<file path="src/rtl/ucode_loader.sv">
// rtl/ucode_loader.sv - byte-stream microcode loader for the controller's 49-bit control store
// Holds the controller in reset while a counted, little-endian word stream is written to addresses 0..N-1.
module ucode_loader #(
    parameter int INSTR_WIDTH    = 49,
    parameter int ADDR_WIDTH     = 8,
    parameter int BYTES_PER_WORD = 7
) (
    input  logic                   clk,
    input  logic                   reset,
    input  logic                   start,
    input  logic [7:0]             in_data,
    input  logic                   in_valid,
    output logic                   in_ready,
    output logic                   mem_we,
    output logic [ADDR_WIDTH-1:0]  mem_addr,
    output logic [INSTR_WIDTH-1:0] mem_wdata,
    output logic                   ctrl_reset,
    output logic                   busy,
    output logic                   done,
    output logic                   error
);

    localparam int SR_W      = 8 * (BYTES_PER_WORD - 1);
    localparam int LAST_BITS = INSTR_WIDTH - SR_W;
    localparam int BI_W      = $clog2(BYTES_PER_WORD);

    typedef enum logic [2:0] {
        S_IDLE,
        S_COUNT,
        S_ASSEMBLE,
        S_WRITE,
        S_DONE,
        S_ERROR
    } state_t;

    state_t                state;
    logic [ADDR_WIDTH-1:0] n_words;
    logic [ADDR_WIDTH-1:0] word_idx;
    logic [BI_W-1:0]       byte_idx;
    logic [SR_W-1:0]       sreg;

    wire xfer = in_valid && in_ready;

    always_ff @(posedge clk) begin
        if (!reset) begin
            state      <= S_IDLE;
            n_words    <= '0;
            word_idx   <= '0;
            byte_idx   <= '0;
            sreg       <= '0;
            in_ready   <= 1'b0;
            mem_we     <= 1'b0;
            mem_addr   <= '0;
            mem_wdata  <= '0;
            ctrl_reset <= 1'b0;
            busy       <= 1'b0;
            done       <= 1'b0;
            error      <= 1'b0;
        end else begin
            case (state)
                S_IDLE, S_DONE, S_ERROR: begin
                    if (start) begin
                        state      <= S_COUNT;
                        done       <= 1'b0;
                        error      <= 1'b0;
                        ctrl_reset <= 1'b0;
                        busy       <= 1'b1;
                        in_ready   <= 1'b1;
                    end
                end
                S_COUNT: begin
                    if (xfer) begin
                        n_words  <= ADDR_WIDTH'(in_data);
                        word_idx <= '0;
                        byte_idx <= '0;
                        state    <= S_ASSEMBLE;
                    end
                end
                S_ASSEMBLE: begin
                    if (xfer) begin
                        sreg <= {in_data, sreg[SR_W-1:8]};
                        if (byte_idx == BI_W'(BYTES_PER_WORD - 1)) begin
                            byte_idx <= '0;
                            in_ready <= 1'b0;
                            // Only the low LAST_BITS of the final byte carry instruction bits.
                            if ((in_data >> LAST_BITS) != 8'd0) begin
                                state <= S_ERROR;
                                error <= 1'b1;
                                busy  <= 1'b0;
                            end else begin
                                state     <= S_WRITE;
                                mem_we    <= 1'b1;
                                mem_addr  <= word_idx;
                                mem_wdata <= {in_data[LAST_BITS-1:0], sreg};
                            end
                        end else begin
                            byte_idx <= byte_idx + BI_W'(1);
                        end
                    end
                end
                S_WRITE: begin
                    mem_we <= 1'b0;
                    // n_words==0 encodes a full store, so N-1 wraps to the top address.
                    if (word_idx == n_words - ADDR_WIDTH'(1)) begin
                        state      <= S_DONE;
                        done       <= 1'b1;
                        ctrl_reset <= 1'b1;
                        busy       <= 1'b0;
                    end else begin
                        word_idx <= word_idx + ADDR_WIDTH'(1);
                        byte_idx <= '0;
                        in_ready <= 1'b1;
                        state    <= S_ASSEMBLE;
                    end
                end
                default: state <= S_IDLE;
            endcase
        end
    end

endmodule
</file>
<file path="config.mk">
export PLATFORM = sky130hd
export DESIGN_NAME = ucode_loader
export DESIGN_NICKNAME = d
export VERILOG_FILES = /design/src/rtl/ucode_loader.sv
export SDC_FILE = /design/constraint.sdc
export NUM_CORES = 1
export LEC_CHECK = 0
export BUFFER_PORTS_ARGS = -buffer_cell sky130_fd_sc_hd__buf_2
export CORE_MARGIN = 10
export CORE_UTILIZATION = 55
export CTS_BUF_LIST = sky130_fd_sc_hd__clkbuf_8 sky130_fd_sc_hd__clkbuf_16
export DETAILED_ROUTE_END_ITERATION = 10
export PLACE_DENSITY_LB_ADDON = 0.05
export REMOVE_ABC_BUFFERS = 1
export SLEW_MARGIN = 20
export SYNTH_ARGS = -nofsm -noshare
export SYNTH_HDL_FRONTEND = slang
export SYNTH_SLANG_ARGS = --single-unit
export TNS_END_PERCENT = 50
</file>
<file path="constraint.sdc">
create_clock -name clk -period 5.1 [get_ports clk]
set_input_delay 0.765 -clock clk [delete_from_list [all_inputs] [get_ports clk]]
set_output_delay 0.765 -clock clk [all_outputs]
set_load 0.02 [all_outputs]
</file>
# Yosys cells after proc, flatten, opt, wreduce, memory -nomap -nowiden
# Index checks and enable logic that the tools add are counted.
# word_totals
reg_bits,132
input_bits,12
out_inout_bits,63
elab_cells,88
# op_classes
addsub,3
eq_ne,15
n_mux,36
bitwise_logic,1
reduce_logical,21
# op_table
cell,count
$mux 3,10
$mux 1,16
$mux 8,2
$ne 2x2->1 const B,8
$pmux 8 s2,1
$reduce_and 4->1,4
$pmux 3 s4,1
$reduce_and 5->1,2
$eq 3x3->1 const B,3
$pmux 3 s3,1
$add 8x1->8 const B,1
$eq 8x8->1,1
$reduce_bool 2->1,4
$reduce_bool 8->1,1
$sub 8x1->8 const B,1
$eq 3x2->1 const B,2
$pmux 1 s2,3
$pmux 1 s3,2
$reduce_and 3->1,2
$reduce_and 6->1,1
$reduce_bool 3->1,2
$reduce_and 2->1,2
$add 3x1->3 const B,1
$eq 3x1->1 const B,1
4 further kinds,4

# Longest topological paths before layout
# depth
depth_word,5
depth_mapped,10
mapped_depth_nobuf,8

# Worst setup path after synthesis
# OpenSTA, ideal clock, no wires.
# synth_timing
path_kind,input-to-reg
from,in in_data[4]
to,reg mem_wdata[10]
setup_time_ps,139
arrival_ps,2113
t_required_ps,4961
setup_slack_ps,2848
cell_stages,7
n_path_buf,2
cell_sequence,or4_4 nor4_4 nand3_1 buf_2 clkbuf_1 nand2_1 a21oi_2
# synth_between
elab_chain_cells,3
# synth_rtl
element,line,text
"start, declared",11,"input logic [7:0] in_data,"
$reduce_bool 8->1,86,if ((in_data >> LAST_BITS) != 8'd0) begin
$not 1->1 (no line),--,
$reduce_and 4->1 (no line),--,
"end signal, assigned",94,"mem_wdata <= {in_data[LAST_BITS-1:0], sreg};"
"end, declared",16,"output logic [INSTR_WIDTH-1:0] mem_wdata,"
# No other way between the ends.
# A chain may end at the register's enable or synchronous reset.

# Worst setup path after layout
# layout_timing
from,reg state[1]
to,reg mem_wdata[44]
# layout_between
elab_chain_cells,2
# layout_rtl
element,line,text
"start, declared",36,state_t state;
"start signal, assigned",46,state <= S_IDLE;
"start signal, assigned",63,state <= S_COUNT;
"start signal, assigned",76,state <= S_ASSEMBLE;
$eq 3x2->1,60,case (state)
$reduce_and 4->1 (no line),--,
# No other way between the ends.

==> flow_summary.yaml <==
clock_network:
  clk_latency_ns: 0.52
  cts_resized: 0
  hold_buffers: 0
  root_buffer: "clkbuf_8"
  cts.sinks: 132
  numCtsBuffers: 17
  clockBufferDepth: 2
  cts_tree: "built"
  postCtsSetupBuffers: 0
  cts_htree_levels: 4
  path_clk_slew_ns: 0.06
status:
  status: "finished clean"
detailed_routing:
  viasPerCell: 5.31
  drt_iter0_drc: 382
  ant_nets: 0
  wl_per_cell_um: 14.2
  totalWireLength_mm: 12.2
  drt_first_pass_iters: 5
  drc: 0
  num_vias: 4551
final_layout:
  fin_nets: 729
  final_core_util: 0.674
  final_cell_mix: "219 x nand2_1, 132 x dfxtp_1, 106 x a21oi_1, 74 x buf_2, 22 x nor2_1"
  layout-drive-gt1-share: 0.203
  insertedDiodeCount: 0
  final_common_cell: "nand2_1"
  syn2layout_area_growth_pct: 17.6
die:
  fp.dieW_um: 119
  start_util: 0.573
  rows: 35
  die_y_um: 119
  die_area_mm2: 0.0141
  core_area_mm2: 0.00937
  pin_count: 75
yosys:
  yosysTopAreaCellShare: 0.492
  yosysSeqAreaShare: 0.492
  syn_avg_cell_area_um2: 8.08
  synthFlopType: "dfxtp_1"
  ys.warnings.count: 0
  synth.distinct_cells: 48
  synth_edf_count: 0
  synth_top_cell_by_area: "dfxtp_1"
  yosys-top-cells-area: "dfxtp_1 49%, nand2_1 15%, a21oi_1 9.9%"
  syn_inst: 664
  synth_seq_cells: 132
  syn_area_mm2: 0.00537
  ys_async_sr_fraction: 0
hold_path:
  min-delay-start: "mem_addr[2]"
  holdPathStages: 2
  min_to: "mem_addr[2]"
  holdCritPathClass: "register to register"
worst_setup_path:
  rr_worst_depth: 8
  ff2ff_setup_slack_ns: 2.04
  worst_path_largest_cell_delay_ns: 0.80
  r2r-end: "mem_wdata[44]"
  critPathKind: "register to register"
  cp-end-kind: "register"
  crit_path_cell_trace: "nor2b_1 > nand2_1 > nor2_4 > buf_4 > and3_2 > buf_4 > nand2_1 > a21oi_1"
  cp.required_ns: 5.53
  critPathArrivalTime_ns: 3.49
  r2r_start: "state[1]"
  cp_slowest_cell: "and3_2"
  start_kind: "register"
  critPathMaxFanout: 50
global_route:
  grtUsageTotal: 0.170
  grt_max_degree: 93
  grt-ovfl-total: 0
  grt_pass1_vias: 4332
  grt_pass1_wl_mm: 20.3
  antenna_found_initial: 0
sta:
  worst_pin_slew_ns: 0.953
  max_freq_mhz: 326
  slew_viol_final: 0
  fin_tns_setup_ns: 0
  skew_ns: 0.0104
  finalHoldViolCount: 0
  max-slew-margin-rel: 0.365
  period_share: 0.601
  rsz0062_at_grt: "false"
  min_period_ns: 3.06
  setup_viol: 0
flow_run:
  maxCapViolCount: 0
placed_design:
  hpwl_mm: 7.82
  gp_congestion: 0.898
  place.port_buffers: 74
pwr:
  irDropWorstVdd_v: 0.000198
  powerDensity_mw_per_mm2: 371
  leakage_nw: 2.38
[final cells by class]
class	instances	area, um2
clock buffers	17	414
clock inverters	15	184
fillers	839	3060
inverters	9	36.3
multi-input cells	477	2470
flip-flops and latches	132	2640
well taps	129	161
repair buffers	78	400
[through the flow]
step	power (W)	std cells	hold slack [ns]	setup slack, ns	cell area (um2)
6_report	0.00234	857	0.447	2.04	6310
2_1_floorplan	0.00112	618	0.437	0.490	5120
4_1_cts	0.00236	857	0.450	2.06	6310
5_1_grt	0.00241	857	0.462	1.81	6310
3_3_place_gp	0.00115	825	0.436	1.91	5710
3_5_place_dp	0.00115	825	0.441	1.87	5720
[worst max-delay path by stage]
stage / start / endpoint / slack, ns / depth (start not counted)
final: state[1] / mem_wdata[44] / 2.04 / 8
after global routing: state[1] / mem_wdata[44] / 1.81 / 8
after CTS: state[1] / mem_wdata[44] / 2.06 / 8
after detailed placement: in_data[4] / mem_wdata[44] / 1.87 / 7
after global placement: in_valid / mem_wdata[36] / 1.91 / 7
after floorplan: in_valid / mem_wdata[0] / 0.49 / 5
[registers in the layout (all words and copies together) (netlist names), 3 cells and up]
| register | flops |
|---|---|
| mem_addr | 8 |
| state | 3 |
| byte_idx | 3 |
| n_words | 8 |
| sreg | 48 |
| word_idx | 8 |
| mem_wdata | 49 |
[synth_stat cells (2+ instances only)]
cell type,count
a21oi_1,106
a21oi_2,17
a31oi_1,2
and2_1,4
and3_1,4
and3b_1,2
buf_1,3
buf_12,2
buf_2,8
buf_4,3
clkbuf_1,28
dfxtp_1,132
ha_1,2
inv_1,9
mux2i_1,15
nand2_1,220
nand2_2,11
nand2b_1,2
nand3_1,8
nand4_1,4
nor2_1,23
nor2b_1,4
nor3_1,4
nor4_4,2
o211ai_1,2
o21a_1,2
o21ai_0,8
o21bai_1,2
o311a_1,3
or3_1,6
xnor2_1,6
xor2_1,4
[logic make-up after synthesis]
kind of cell,Yosys count,synth area share
buf+inv,55,0.0520
xor+xnor,10,0.0163
flops,132,0.492
compound gates,151,0.166
mux,15,0.0280
simple gates,298,0.239
fa+ha+maj,3,0.00653
[critical path: cells and delay by family, from the launching register on]
kind	cells	cell delay [ns]
buffers and inverters	2	0.85
AND/OR/NAND/NOR	5	1.43
flip-flops	1	0.47
AO/OA/AOI/OAI	1	0.17
[per-layer routing]
layer | global-route usage | share of wire
met3 | 0.0519 | 0.064
met2 | 0.280 | 0.47
met5 | 0 | 0
met4 | 0.0634 | 0.011
met1 | 0.205 | 0.46
[where the power goes]
part	internal (W)	switching [W]	total (W)
Combinational	0.0000263	0.0000569	0.0000832
Clock	0.000749	0.000462	0.00121
Sequential	0.00104	0.00000843	0.00105
No activity file was read; power rests on OpenSTA's default activity.
